$ cat config.mk
export PLATFORM = sky130hd
export DESIGN_NAME = mux4_sel_sequencer_flat
export DESIGN_NICKNAME = d
export VERILOG_FILES = /design/src/rtl/mux4_seq_pkg.sv /design/src/rtl/mux4_sel_sequencer_if.sv /design/src/rtl/mux4_settle_cnt.sv /design/src/rtl/mux4_sel_sequencer.sv /design/src/flat_wrapper.sv
export SDC_FILE = /design/constraint.sdc
export NUM_CORES = 1
export LEC_CHECK = 0
export CAP_MARGIN = 20
export CORE_MARGIN = 2
export CORE_UTILIZATION = 46
export CTS_BUF_LIST = sky130_fd_sc_hd__clkbuf_16
export CTS_CLUSTER_DIAMETER = 40
export DETAILED_ROUTE_END_ITERATION = 8
export PLACE_DENSITY = 0.79
export SLEW_MARGIN = 20
export SYNTH_ARGS = -nofsm -noshare
export SYNTH_HDL_FRONTEND = slang
export SYNTH_SLANG_ARGS = --single-unit
$ cat constraint.sdc
create_clock -name CK -period 1.7 [get_ports CK]
set_input_delay 0.425 -clock CK [delete_from_list [all_inputs] [get_ports CK]]
set_output_delay 0.425 -clock CK [all_outputs]
set_load 0.05 [all_outputs]
$ cat src/rtl/mux4_seq_pkg.sv
// Shared types and constants for the HDMUXB4D4 select sequencer.
// Build option: MUX4_SEQ_PARITY_EN adds a trailing parity beat.
package mux4_seq_pkg;

    localparam int NLANES = 4;
    localparam int CNT_W  = 4;

    typedef logic [1:0] lane_t;

    typedef enum logic [1:0] {
        S_IDLE    = 2'd0,
        S_SETTLE  = 2'd1,
        S_PRESENT = 2'd2,
        S_PARITY  = 2'd3
    } state_t;

    function automatic lane_t step_lane(lane_t l, bit down);
        return down ? l - lane_t'(1) : l + lane_t'(1);
    endfunction

endpackage

$ cat src/rtl/mux4_sel_sequencer_if.sv
// Parallel-in, mux-cell and serial-out signals of the select sequencer.
// slave = sequencer side, master = upstream/cell/sink side.
interface mux4_sel_sequencer_if;

    logic       in_valid;
    logic       in_ready;
    logic [3:0] in_data;
    logic [3:0] mux_a;
    logic [1:0] mux_sl;
    logic       mux_z;
    logic       ser_valid;
    logic       ser_ready;
    logic       ser_data;
    logic       ser_last;

    modport slave (
        input  in_valid, in_data, mux_z, ser_ready,
        output in_ready, mux_a, mux_sl, ser_valid, ser_data, ser_last
    );

    modport master (
        output in_valid, in_data, mux_z, ser_ready,
        input  in_ready, mux_a, mux_sl, ser_valid, ser_data, ser_last
    );

endinterface

$ cat src/rtl/mux4_settle_cnt.sv
// Loadable down-counter timing the per-lane settle window.
module mux4_settle_cnt
    import mux4_seq_pkg::*;
#(
    parameter int W = CNT_W
) (
    input  logic         clk,
    input  logic         rst_n,
    input  logic         load,
    input  logic [W-1:0] load_val,
    input  logic         dec,
    output logic         zero
);

    logic [W-1:0] count;

    always_ff @(posedge clk or negedge rst_n) begin
        if (!rst_n) begin
            count <= '0;
        end else if (load) begin
            count <= load_val;
        end else if (dec && count != '0) begin
            count <= count - W'(1);
        end
    end

    assign zero = (count == '0);

endmodule

$ cat src/rtl/mux4_sel_sequencer.sv
// Drives the 4:1 inverting mux cell lane by lane and serialises its output.
// Build option: MUX4_SEQ_PARITY_EN appends an even-parity beat per word.
module mux4_sel_sequencer
    import mux4_seq_pkg::*;
#(
    parameter int HOLD_CYCLES = 1,
    parameter bit MSB_FIRST   = 1'b0
) (
    input logic CK,
    input logic RN,
    mux4_sel_sequencer_if.slave bus
);

    localparam logic [1:0] IDLE    = S_IDLE;
    localparam logic [1:0] SETTLE  = S_SETTLE;
    localparam logic [1:0] PRESENT = S_PRESENT;
`ifdef MUX4_SEQ_PARITY_EN
    localparam logic [1:0] PARITY  = S_PARITY;
`endif

    localparam lane_t FIRST = MSB_FIRST ? lane_t'(NLANES - 1) : lane_t'(0);
    localparam lane_t LAST  = MSB_FIRST ? lane_t'(0) : lane_t'(NLANES - 1);
    localparam logic [CNT_W-1:0] RELOAD = CNT_W'(HOLD_CYCLES - 1);

    logic [1:0] state;
    logic       accept_in;
    logic       beat_acc;
    logic       at_last;
    logic       cnt_load;
    logic       cnt_dec;
    logic       cnt_zero;

    assign bus.in_ready = (state == IDLE);
    assign accept_in    = bus.in_valid & bus.in_ready;
    assign beat_acc     = (state == PRESENT) & bus.ser_ready;
    assign at_last      = (bus.mux_sl == LAST);
    assign cnt_load     = accept_in | (beat_acc & ~at_last);
    assign cnt_dec      = (state == SETTLE) & ~cnt_zero;

    mux4_settle_cnt #(.W(CNT_W)) u_cnt (
        .clk      (CK),
        .rst_n    (RN),
        .load     (cnt_load),
        .load_val (RELOAD),
        .dec      (cnt_dec),
        .zero     (cnt_zero)
    );

    always_ff @(posedge CK or negedge RN) begin
        if (!RN) begin
            state         <= IDLE;
            bus.mux_a     <= '0;
            bus.mux_sl    <= '0;
            bus.ser_valid <= 1'b0;
            bus.ser_data  <= 1'b0;
            bus.ser_last  <= 1'b0;
        end else begin
            unique case (state)
                IDLE: begin
                    if (accept_in) begin
                        bus.mux_a  <= bus.in_data;
                        bus.mux_sl <= FIRST;
                        state      <= SETTLE;
                    end
                end
                SETTLE: begin
                    if (cnt_zero) begin
                        // cell output is inverted; undo it here
                        bus.ser_data  <= ~bus.mux_z;
                        bus.ser_valid <= 1'b1;
`ifdef MUX4_SEQ_PARITY_EN
                        bus.ser_last  <= 1'b0;
`else
                        bus.ser_last  <= at_last;
`endif
                        state         <= PRESENT;
                    end
                end
                PRESENT: begin
                    if (bus.ser_ready) begin
                        if (!at_last) begin
                            bus.mux_sl    <= step_lane(bus.mux_sl, MSB_FIRST);
                            bus.ser_valid <= 1'b0;
                            state         <= SETTLE;
                        end else begin
`ifdef MUX4_SEQ_PARITY_EN
                            bus.ser_data  <= ^bus.mux_a;
                            bus.ser_last  <= 1'b1;
                            bus.ser_valid <= 1'b1;
                            state         <= PARITY;
`else
                            bus.ser_valid <= 1'b0;
                            bus.ser_last  <= 1'b0;
                            state         <= IDLE;
`endif
                        end
                    end
                end
`ifdef MUX4_SEQ_PARITY_EN
                PARITY: begin
                    if (bus.ser_ready) begin
                        bus.ser_valid <= 1'b0;
                        bus.ser_last  <= 1'b0;
                        state         <= IDLE;
                    end
                end
`endif
                default: state <= IDLE;
            endcase
        end
    end

endmodule
$ cat src/flat_wrapper.sv
// flat-port wrapper written by rule: the top's interface ports become plain ports
module mux4_sel_sequencer_flat import mux4_seq_pkg::*;
#(
    parameter int HOLD_CYCLES = 1,
    parameter bit MSB_FIRST   = 1'b0
)
  (CK, RN, bus_in_valid, bus_in_data, bus_mux_z, bus_ser_ready, bus_in_ready, bus_mux_a, bus_mux_sl, bus_ser_valid, bus_ser_data, bus_ser_last);
  mux4_sel_sequencer_if bus_i ();
  input logic CK;
  input logic RN;
  input wire logic [$bits(bus_i.in_valid)-1:0] bus_in_valid;
  input wire logic [$bits(bus_i.in_data)-1:0] bus_in_data;
  input wire logic [$bits(bus_i.mux_z)-1:0] bus_mux_z;
  input wire logic [$bits(bus_i.ser_ready)-1:0] bus_ser_ready;
  output wire logic [$bits(bus_i.in_ready)-1:0] bus_in_ready;
  output wire logic [$bits(bus_i.mux_a)-1:0] bus_mux_a;
  output wire logic [$bits(bus_i.mux_sl)-1:0] bus_mux_sl;
  output wire logic [$bits(bus_i.ser_valid)-1:0] bus_ser_valid;
  output wire logic [$bits(bus_i.ser_data)-1:0] bus_ser_data;
  output wire logic [$bits(bus_i.ser_last)-1:0] bus_ser_last;
  assign bus_i.in_valid = bus_in_valid;
  assign bus_i.in_data = bus_in_data;
  assign bus_i.mux_z = bus_mux_z;
  assign bus_i.ser_ready = bus_ser_ready;
  assign bus_in_ready = bus_i.in_ready;
  assign bus_mux_a = bus_i.mux_a;
  assign bus_mux_sl = bus_i.mux_sl;
  assign bus_ser_valid = bus_i.ser_valid;
  assign bus_ser_data = bus_i.ser_data;
  assign bus_ser_last = bus_i.ser_last;
  mux4_sel_sequencer #(.HOLD_CYCLES(HOLD_CYCLES), .MSB_FIRST(MSB_FIRST)) u_core (.CK(CK), .RN(RN), .bus(bus_i));
endmodule
==> run_results.csv, run 1 <==
group,metric,value,unit
run_status,outcome,"completed",
worst_setup_path,critPathArrivalTime,1720,ps
power_and_ir_drop,comb_power_share,54.9,%
sta,rsz0062_at_grt,"no",
worst_setup_path,worst-r2r-cell-count,5,
finish,area_delta_synth_final,50.5,%
power_and_ir_drop,pwr-share-clk,18.0,%
min_path,holdCritPathClass,"in -> async",
worst_setup_path,worstPathRequired,1820,ps
finish,post-route-cell-area,1090,µm²
route,dr_total_vias,611,
clock_network,cts_buffer_depth,2,
sta,holdWs,486,ps
power_and_ir_drop,cellPowerDensity,2410,nW/µm²
placed_design,place_hpwl,1.13,mm
clock_network,post_cts_hold_buffer_count,0,
worst_setup_path,critical_path_peak_fanout,6,
placed_design,detailed_place.area,993,µm²
floorplan,fp.coreArea,1490,µm²
finish,fill_cells,91,
sta,timing.final.setup_violations,0,
worst_setup_path,crit_path_buf_inv_count,1,
yosys,synth_edf_count,0,
power_and_ir_drop,total_leakage_power,0.478,nW
sta,clock.fmax,625,MHz
job,timing.max_cap.violations,0,
yosys,synth.area.mux_share,9.17,%
yosys,fraction_of_the_mapped_netlist_area_in_compound_gates,13.8,%
sta,worst_slew_margin_rel,64.8,%
power_and_ir_drop,netSwitchingFraction,43.4,%
power_and_ir_drop,net-switching-power,1.14,mW
clock_network,clk_pin_slew,50,ps
yosys,postSynthNetCount,77,
yosys,synthXorXnorAreaFrac,0,%
worst_setup_path,critPathMostFrequentCell,"sky130_fd_sc_hd__o21ai_0",
floorplan,die_height,43.7,µm
yosys,syn-cell-area,723,µm²
route,detailedRoute.firstPassIterationCount,4,
finish,n_antenna_cell,0,
yosys,synth_async_sr_flop_share,100,%
grt,global_route.overflow_total,0,
grt,largest_net_degree_at_the_start_of_global_routing,16,
route,drt_iter0_drc,22,
yosys,ys.warnings.count,0,
worst_setup_path,critical-path-slowest-cell,"sky130_fd_sc_hd__or3b_4",
sta,skew,1.88,ps
finish,post_route_cells_drive_above_1_share,33.3,%
worst_setup_path,critical_register_to_register_path_endpoint,"u_core.bus.ser_data",
placed_design,io_buffer_count,18,
placed_design,gp_congestion,0.755,
yosys,synth_adder_area_share,3.46,%
grt,initial_antenna_violation_count,0,
route,routed_via_density,5.76,
yosys,synthDistinctLibCells,26,
floorplan,floorplan.io_pins,19,
yosys,simple_gate_area_share_of_the_yosys_netlist,17.1,%
route,routed_wl,1.69,mm
clock_network,post_cts_buffers,0,
yosys,combinational_family_with_the_most_area_after_synthesis,"simple AND/OR/NAND/NOR gates",
floorplan,die_width,43.7,µm
route,drc,0,
clock_network,cts_sinks,15,
yosys,synth.ff_latch_count,15,
power_and_ir_drop,intPower,1.48,mW
worst_setup_path,reg2reg_from,"u_core.u_cnt.count[0]",
yosys,postSynthCellCount,66,
yosys,synth_area_leader_cell,"sky130_fd_sc_hd__dfrtp_1",
clock_network,clock_buffer_count_from_cts,3,
worst_setup_path,critical_path_class,"reg -> reg",
worst_setup_path,rrSetupSlack,100,ps
yosys,synth-seq-area-share,51.9,%
power_and_ir_drop,vdd.ir_drop.worst,1320,µV
floorplan,num_rows,14,
sta,period_share,94.1,%
yosys,synth_most_common_cell,"sky130_fd_sc_hd__dfrtp_1",
worst_setup_path,crit_family,"simple AND/OR/NAND/NOR gates",
yosys,top_post_synthesis_cells_by_area,"sky130_fd_sc_hd__dfrtp_1, sky130_fd_sc_hd__mux2_2, sky130_fd_sc_hd__o21ai_0, sky130_fd_sc_hd__ha_1, sky130_fd_sc_hd__a21oi_1",
clock_network,cts_tree,"built",
route,drt-wirelength-per-cell,15.9,µm
yosys,mean_instance_size_in_the_synthesized_netlist,11.0,µm²
yosys,synth.top_cell.area_share,51.9,%
grt,global_route_wire_length_before_repair,2.79,mm
power_and_ir_drop,report.power.total,2.62,mW
route,final_antenna_net_count,0,
clock_network,clk_root_buffer_cell,"sky130_fd_sc_hd__clkbuf_16",
finish,fin_nets,102,
floorplan,initial_core_util,48.6,%
clock_network,cts_resized,0,
grt,grt_usage,19.9,%
grt,first_global_vias,635,
worst_setup_path,timing.critical_path.cells,"inv_1 > ha_2 > or3b_4 > o21ai_0 > o21ai_0",
worst_setup_path,timing.critical_path.from_type,"register",
finish,ff_latch_area,375,µm²
sta,min_period,1600,ps
sta,max_slew.worst_pin.slew,521,ps
power_and_ir_drop,sequential_share_of_power,27.1,%
finish,multiInputGateArea,328,µm²
floorplan,dieArea,1910,µm²
sta,report.final.slew_viol_count,0,
worst_setup_path,slowest_delay,430,ps
clock_network,cts_max_level,1,
worst_setup_path,worst_setup_path_end_kind,"register",
yosys,synth_flop_cell,"sky130_fd_sc_hd__dfrtp_1",
yosys,post_synth_most_frequent_cells,"sky130_fd_sc_hd__dfrtp_1, sky130_fd_sc_hd__o21ai_0, sky130_fd_sc_hd__mux2_2, sky130_fd_sc_hd__nand2_1",
sta,hold_viol_final,0,
clock_network,clk-insertion-delay-late,250,ps
power groups by stage:
stage	logic (mW)	registers, mW	clock network, mW
3_5_place_dp	1.38	0.704	0
4_1_cts	1.39	0.703	0.475
6_report	1.44	0.709	0.471
5_1_grt	1.53	0.732	0.490
3_3_place_gp	1.35	0.691	0
2_1_floorplan	0.559	0.982	0
worst max-delay path by stage:
stage	from	to	slack [ps]	cells past startpoint
final	u_core.u_cnt.count[0]	u_core.bus.ser_data	100	5
after global routing	u_core.u_cnt.count[0]	u_core.bus.ser_data	20	5
after CTS	u_core.u_cnt.count[0]	u_core.bus.ser_last	50	5
after detailed placement	bus_in_valid	u_core.u_cnt.count[1]	-6	5
after global placement	bus_in_valid	u_core.bus.mux_sl[0]	7	4
after floorplan	u_core.bus.mux_sl[0]	u_core.bus.mux_sl[0]	40	4
logic make-up (layout without fill, tap and decap cells):
logic type	count (synthesis)	after routing
AOI/OAI and AO/OA	16	16
adders and majority gates	2	2
buffers and inverters	7	31
DFF	15	15
muxes	6	6
and+or+nand+nor	20	20
sequential cells by signal (all words and copies together) (netlist names):
register	flops
u_core.bus.mux_sl	2
u_core.state	2
u_core.bus.mux_a	4
u_core.bus.ser_last	1
u_core.bus.ser_valid	1
u_core.u_cnt.count	4
u_core.bus.ser_data	1
metal layers:
metal	routed length, µm	global-route usage, %	vias up
met1	747	27.6	294
li1	-	-	287
met5	0	0	-
met3	105	5.42	3
met2	815	30.0	27
met4	19	7.27	0
layout by cell type (no fill, tap or decap), types with 2 or more instances in the layout:
cell,instances
sky130_fd_sc_hd__nand3_1,2
sky130_fd_sc_hd__clkdlybuf4s50_1,8
sky130_fd_sc_hd__dfrtp_1,15
sky130_fd_sc_hd__buf_4,9
sky130_fd_sc_hd__a21oi_1,4
sky130_fd_sc_hd__clkbuf_16,3
sky130_fd_sc_hd__nor2b_1,2
sky130_fd_sc_hd__nor2_1,3
sky130_fd_sc_hd__nand2_1,5
sky130_fd_sc_hd__a311oi_1,2
sky130_fd_sc_hd__o21ai_0,6
sky130_fd_sc_hd__mux2_2,5
sky130_fd_sc_hd__inv_1,4
sky130_fd_sc_hd__buf_12,6
through the flow:
stage          utilization [%]  TNS (ps)  instances  worst slack (ps)
2_1_floorplan                -         0         66              44.2
3_3_place_gp              66.7         0        102              7.26
3_5_place_dp              66.7     -7.43        102             -5.77
4_1_cts                   72.3         0        106              52.5
5_1_grt                   73.1         0        106              18.8
6_report                  73.1         0        106               100
final cells by class:
| cell class | instances | share of cell area [%] |
|---|---|---|
| multi-input cells | 44 | 30.1 |
| repair buffers | 23 | 24.6 |
| flip-flops and latches | 15 | 34.5 |
| well taps | 16 | 1.84 |
| inverters | 4 | 1.38 |
| clock inverters | 1 | 0.690 |
| clock buffers | 3 | 6.90 |
Power figures use the tool's default switching activity.
==> run 2, diff against run 1 <==
--- a/config.mk
+++ b/config.mk
@@ -6,8 +6,11 @@
 export NUM_CORES = 1
 export LEC_CHECK = 0
 export CAP_MARGIN = 20
+export CELL_PAD_IN_SITES_DETAIL_PLACEMENT = 2
+export CELL_PAD_IN_SITES_GLOBAL_PLACEMENT = 2
+export CORE_ASPECT_RATIO = 0.75
 export CORE_MARGIN = 2
-export CORE_UTILIZATION = 46
+export CORE_UTILIZATION = 30
 export CTS_BUF_LIST = sky130_fd_sc_hd__clkbuf_16
 export CTS_CLUSTER_DIAMETER = 40
 export DETAILED_ROUTE_END_ITERATION = 8
@@ -15,4 +18,5 @@
 export SLEW_MARGIN = 20
 export SYNTH_ARGS = -nofsm -noshare
 export SYNTH_HDL_FRONTEND = slang
+export SYNTH_HIERARCHICAL = 1
 export SYNTH_SLANG_ARGS = --single-unit
==> run_results.csv, run 2 <==
group,metric,value,unit
route,drt_iter0_drc,18,
finish,mostFrequentLayoutCells,"sky130_fd_sc_hd__buf_4, sky130_fd_sc_hd__dfrtp_1, sky130_fd_sc_hd__clkdlybuf4s50_1",
power_and_ir_drop,total_leakage_power,0.642,nW
power_and_ir_drop,report.power.total,3.10,mW
clock_network,cts_buffer_depth,2,
sta,hold_viol_final,0,
floorplan,floorplan.io_pins,19,
route,routed_wl,3.20,mm
job,timing.max_cap.violations,0,
route,routed_via_density,4.99,
placed_design,io_buffer_count,18,
worst_setup_path,critical_path_peak_fanout,3,
yosys,synth_edf_count,0,
clock_network,clk_root_buffer_cell,"sky130_fd_sc_hd__clkbuf_16",
worst_setup_path,critPathMostFrequentCell,"sky130_fd_sc_hd__inv_1",
route,detailedRoute.firstPassIterationCount,4,
sta,report.final.slew_viol_count,0,
yosys,synth_area_leader_cell,"sky130_fd_sc_hd__dfrtp_1",
worst_setup_path,worst_setup_path_end_kind,"register",
sta,min_period,1860,ps
yosys,top_post_synthesis_cells_by_area,"sky130_fd_sc_hd__dfrtp_1, sky130_fd_sc_hd__mux2_4, sky130_fd_sc_hd__ha_1, sky130_fd_sc_hd__o21ai_0, sky130_fd_sc_hd__nand2_1",
yosys,synthDistinctLibCells,34,
floorplan,fp.coreArea,2640,µm²
worst_setup_path,timing.critical_path.cells,"inv_1 > ha_2 > nor3b_4 > nor3b_2 > inv_1 > or4_4 > o211ai_2",
yosys,synth.ff_latch_count,15,
yosys,syn-cell-area,841,µm²
floorplan,die_width,65.1,µm
route,drt-wirelength-per-cell,20.8,µm
power_and_ir_drop,cellPowerDensity,2200,nW/µm²
finish,multiInputGateArea,526,µm²
finish,fill_cells,266,
finish,ff_latch_area,378,µm²
yosys,synth_flop_cell,"sky130_fd_sc_hd__dfrtp_1",
finish,post_route_cells_drive_above_1_share,48.3,%
placed_design,place_hpwl,1.97,mm
yosys,mean_instance_size_in_the_synthesized_netlist,10.9,µm²
yosys,ys.warnings.count,6,
run_status,violations,"negative setup slack",
clock_network,cts_sinks,15,
placed_design,number_of_cells_in_the_design_after_placement,145,
floorplan,initial_core_util,31.8,%
yosys,synth.top_cell.area_share,44.6,%
finish,core_occupancy_in_the_finished_layout,53.3,%
finish,instances_no_fill,154,
finish,area_delta_synth_final,67.4,%
yosys,synth-seq-area-share,44.6,%
worst_setup_path,timing.critical_path.from,"u_core/u_cnt/count[1]",
floorplan,num_rows,16,
grt,first_global_vias,826,
sta,clock.fmax,538,MHz
route,drc,0,
placed_design,gp_congestion,0.799,
sta,timing.final.ws_setup,-158,ps
clock_network,post_cts_hold_buffer_count,0,
min_path,holdCritPathClass,"in -> async",
worst_setup_path,reg2reg_from,"u_core/u_cnt/count[1]",
yosys,postSynthCellCount,77,
clock_network,cts_max_level,1,
worst_setup_path,slowest_delay,500,ps
run_status,outcome,"complete, but fails checks",
grt,largest_net_degree_at_the_start_of_global_routing,16,
floorplan,die_height,49.9,µm
worst_setup_path,critical_path_class,"reg -> reg",
floorplan,dieArea,3250,µm²
finish,n_antenna_cell,0,
yosys,synth_most_common_cell,"sky130_fd_sc_hd__dfrtp_1",
clock_network,clock_buffer_count_from_cts,3,
yosys,post_synth_most_frequent_cells,"sky130_fd_sc_hd__dfrtp_1, sky130_fd_sc_hd__nand2_1, sky130_fd_sc_hd__o21ai_0, sky130_fd_sc_hd__mux2_4",
finish,layout_top_registers,"u_core/bus.mux_a x4, u_core/u_cnt/count x4",
sta,period_share,109,%
route,final_antenna_net_count,0,
finish,most_common_cell_after_layout_fill_and_taps_aside,"sky130_fd_sc_hd__buf_4",
clock_network,clk-insertion-delay-late,250,ps
finish,fin_nets,131,
clock_network,clk_pin_slew,50,ps
worst_setup_path,timing.critical_path.from_type,"register",
yosys,synth_async_sr_flop_share,100,%
grt,initial_antenna_violation_count,0,
grt,global_route.overflow_total,0,
sta,skew,2.96,ps
grt,grt_usage,19.3,%
clock_network,cts_tree,"built",
route,dr_total_vias,768,
worst_setup_path,critical-path-slowest-cell,"sky130_fd_sc_hd__or4_4",
grt,global_route_wire_length_before_repair,4.55,mm
sta,timing.final.setup_violations,4,
power_and_ir_drop,vdd.ir_drop.worst,919,µV
worst_setup_path,critPathArrivalTime,2030,ps
worst_setup_path,worstPathRequired,1870,ps
sta,rsz0062_at_grt,"yes",
run 2: changes by cell type after synthesis, sizes merged, moves of 2 or more:
cell and change:
a21oi -2, a22o +2, a311oi -2, nand2 +2
nand3 -2, o211ai +2
run 2: final cells by class:
type	count	share of cell area (%)
multi-input combinational	58	37.3
sequential	15	26.8
timing repair buffer	37	25.9
clock buffer	3	5.33
tap	36	3.20
inverter	4	1.07
clock inverter	1	0.356
run 2: path summary, 6_finish.rpt:
kind | to | slack (ps) | depth (start not counted)
min reg2reg | u_core/bus.mux_a[2] | 510 | 1
max reg2reg | u_core/u_cnt/count[1] | -160 | 7
max in group asynchronous | u_core/bus.mux_sl[0] | 1000 | 2
min in group CK | u_core/bus.mux_a[2] | 510 | 1
min | u_core/bus.mux_sl[1] | 500 | 2
max | u_core/u_cnt/count[1] | -160 | 7
run 2: power breakdown:
group	switching (mW)	leakage, nW	internal, mW	total (mW)
clock network	0.146	0.0409	0.314	0.460
logic	1.02	0.421	0.927	1.95
registers	0.169	0.180	0.521	0.690
run 2: what timing repair did:
item	CTS	global route
pin swaps	2	3
setup endpoints to repair	5	7
cloned	0	0
buffers inserted	2	3
gates resized for setup	4	12
run 2: per-layer routing:
layer,vias to the layer above,track usage [%],wire length [µm]
li1,352,-,-
met1,388,23.5,1410
met2,22,33.3,1590
met3,6,6.39,132
met4,0,4.17,65
met5,-,0,0
run 2: kinds of logic (layout without fill, tap and decap cells):
| family | Yosys count | after routing | share of synthesized area [%] |
|---|---|---|---|
| other | 1 | 4 | 0.446 |
| flip-flops | 15 | 15 | 44.6 |
| buffers and inverters | 7 | 45 | 4.61 |
| multiplexers | 8 | 8 | 12.6 |
| AO/OA/AOI/OAI | 19 | 19 | 15.5 |
| AND/OR/NAND/NOR | 24 | 24 | 17.7 |
| adder cells (fa/ha/maj) | 3 | 3 | 4.46 |
run 2: through the flow:
stage               hold slack [ps]  setup WS, ps  cell area, µm²  setup TNS [ps]
floorplan                       129         -77.8             892           -95.8
global placement                493          -244            1240            -927
detailed placement              497          -419            1240           -1660
CTS                             508         -59.6            1340            -143
global route                    509          -261            1410            -921
finish                          499          -158            1410            -473
run 2: worst max-delay path: cells and delay by family (launching register included):
kind                     cells  cell delay, ps
AND/OR/NAND/NOR              3             950
flip-flops                   1             360
buffers and inverters        2             200
adder cells (fa/ha/maj)      1             190
AO/OA/AOI/OAI                1              80
==> run 3, diff against run 2 <==
--- a/config.mk
+++ b/config.mk
@@ -6,15 +6,16 @@
 export NUM_CORES = 1
 export LEC_CHECK = 0
 export CAP_MARGIN = 20
-export CELL_PAD_IN_SITES_DETAIL_PLACEMENT = 2
-export CELL_PAD_IN_SITES_GLOBAL_PLACEMENT = 2
+export CELL_PAD_IN_SITES_DETAIL_PLACEMENT = 0
+export CELL_PAD_IN_SITES_GLOBAL_PLACEMENT = 1
 export CORE_ASPECT_RATIO = 0.75
 export CORE_MARGIN = 2
-export CORE_UTILIZATION = 30
-export CTS_BUF_LIST = sky130_fd_sc_hd__clkbuf_16
+export CORE_UTILIZATION = 39
+export CTS_BUF_LIST = sky130_fd_sc_hd__clkbuf_8
 export CTS_CLUSTER_DIAMETER = 40
 export DETAILED_ROUTE_END_ITERATION = 8
-export PLACE_DENSITY = 0.79
+export PLACE_DENSITY = 0.83
+export RECOVER_POWER = 50
 export SLEW_MARGIN = 20
 export SYNTH_ARGS = -nofsm -noshare
 export SYNTH_HDL_FRONTEND = slang
==> run_results.csv, run 3 (synthesis results as in run 2) <==
group,metric,value,unit
run_status,outcome,"complete, but fails checks",
run_status,violations,"negative setup slack",
floorplan,initial_core_util,41.7,%
worst_setup_path,reg2reg_from,"u_core/u_cnt/count[1]",
worst_setup_path,rrSetupSlack,-20,ps
route,dr_total_vias,689,
sta,fin_tns_setup,-16.7,ps
route,routed_via_density,4.96,
sta,rsz0062_at_grt,"yes",
power_and_ir_drop,total_leakage_power,0.591,nW
power_and_ir_drop,report.power.total,2.59,mW
placed_design,place_hpwl,1.42,mm
finish,most_common_cell_after_layout_fill_and_taps_aside,"sky130_fd_sc_hd__buf_4",
clock_network,cts_max_level,1,
worst_setup_path,critPathArrivalTime,1890,ps
job,timing.max_cap.violations,0,
sta,min_period,1720,ps
sta,worst_slew_margin_rel,47.1,%
floorplan,die_width,57.6,µm
power_and_ir_drop,vdd.ir_drop.worst,1580,µV
clock_network,clk_root_buffer_cell,"sky130_fd_sc_hd__clkbuf_8",
sta,report.final.slew_viol_count,0,
sta,clock.fmax,583,MHz
route,drt-wirelength-per-cell,13.0,µm
sta,hold_viol_final,0,
worst_setup_path,critical_path_class,"reg -> reg",
route,detailedRoute.firstPassIterationCount,4,
finish,post_route_cells_drive_above_1_share,39.1,%
sta,skew,3.42,ps
floorplan,die_height,44.2,µm
grt,first_global_vias,687,
grt,grt_usage,17.3,%
worst_setup_path,critical_path_peak_fanout,4,
route,drt_iter0_drc,7,
placed_design,io_buffer_count,18,
grt,initial_antenna_violation_count,0,
route,routed_wl,1.81,mm
floorplan,num_rows,14,
clock_network,cts_tree,"built",
sta,timing.final.setup_violations,1,
finish,fin_nets,128,
sta,timing.final.ws_setup,-16.7,ps
min_path,hold_path.startpoint,"u_core/bus.mux_a[3]",
min_path,hold_path_depth,1,
clock_network,cts_buffer_depth,2,
clock_network,cts_sinks,15,
grt,global_route.overflow_total,0,
floorplan,fp.coreArea,2010,µm²
sta,period_share,101,%
route,final_antenna_net_count,0,
finish,n_antenna_cell,0,
placed_design,gp_congestion,0.755,
clock_network,clk-insertion-delay-late,250,ps
finish,layout_top_registers,"u_core/bus.mux_a x4, u_core/u_cnt/count x4",
sta,max_slew.worst_pin.slew,794,ps
grt,global_route_wire_length_before_repair,3.15,mm
power_and_ir_drop,cellPowerDensity,2020,nW/µm²
route,drc,0,
finish,mostFrequentLayoutCells,"sky130_fd_sc_hd__buf_4, sky130_fd_sc_hd__dfrtp_1, sky130_fd_sc_hd__clkdlybuf4s50_1, sky130_fd_sc_hd__nand2_1, sky130_fd_sc_hd__o21ai_0",
clock_network,clk_pin_slew,60,ps
min_path,hold_end,"u_core/bus.mux_a[3]",
finish,area_delta_synth_final,51.9,%
worst_setup_path,worstPathRequired,1870,ps
min_path,holdCritPathClass,"reg -> reg",
worst_setup_path,worst-r2r-cell-count,7,
worst_setup_path,timing.critical_path.from_type,"register",
worst_setup_path,worst_setup_path_end_kind,"register",
floorplan,floorplan.io_pins,19,
finish,fill_cells,170,
worst_setup_path,critical_register_to_register_path_endpoint,"u_core/u_cnt/count[1]",
floorplan,dieArea,2550,µm²
clock_network,clock_buffer_count_from_cts,3,
grt,largest_net_degree_at_the_start_of_global_routing,16,
==> run 3: layout make-up <==
type                       instances  area [µm²]  area share (%)
sequential                        15         378            29.6
clock buffer                       3        41.3            3.23
tap                               24        30.0            2.35
inverter                           4        15.0            1.18
timing repair buffer              34         323            25.3
multi-input combinational         58         487            38.1
clock inverter                     1        3.75           0.294
==> run 3: worst max-delay path by stage <==
stage / startpoint / end / slack [ps]
floorplan: u_core/bus.mux_sl[0] / u_core/u_cnt/count[1] / -80
global placement: bus_ser_ready / u_core/u_cnt/count[1] / -270
detailed placement: bus_ser_ready / u_core/u_cnt/count[3] / -310
CTS: bus_ser_ready / u_core/u_cnt/count[1] / -30
global route: u_core/u_cnt/count[1] / u_core/u_cnt/count[1] / -80
finish: u_core/u_cnt/count[1] / u_core/u_cnt/count[1] / -20
==> run 3: repair_timing <==
| action | CTS | global route |
|---|---|---|
| resized for setup | 2 | 2 |
| hold buffers | 0 | 0 |
| pin swaps | 1 | 3 |
| setup endpoints to repair | 3 | 3 |
| buffers inserted | 0 | 2 |
==> run 3: stage by stage <==
step           cell area [µm²]  util, %  worst slack (ps)  cells  hold WS [ps]
4_1_cts                   1270     63.2             -25.6    137           501
2_1_floorplan              892        -             -77.8     80           129
6_report                  1280     63.4             -16.7    139           511
5_1_grt                   1280     63.4             -79.3    139           528
3_3_place_gp              1220     60.6              -272    133           495
3_5_place_dp              1220     60.6              -308    133           505
==> run 3: routing by layer <==
layer  track usage [%]  up-vias  share of wire (%)
met2              27.7       17                 44
met5                 0        -                  0
met1              22.1      318                 48
li1                  -      350                  -
met3              5.26        4                6.3
met4              6.98        0                1.6
==> run 3: critical path: stages (launching register included) <==
cell and delay (ps):
sky130_fd_sc_hd__dfrtp_1 340, sky130_fd_sc_hd__inv_1 50, sky130_fd_sc_hd__ha_2 180, sky130_fd_sc_hd__nor3b_4 150, sky130_fd_sc_hd__nor3b_2 270, sky130_fd_sc_hd__inv_2 90, sky130_fd_sc_hd__or4_4 490, sky130_fd_sc_hd__o211ai_2 80
==> run 3: power breakdown <==
part | internal (mW) | switching, mW | total [mW]
clock network | 0.160 | 0.117 | 0.276
logic | 0.798 | 0.854 | 1.65
registers | 0.520 | 0.138 | 0.658
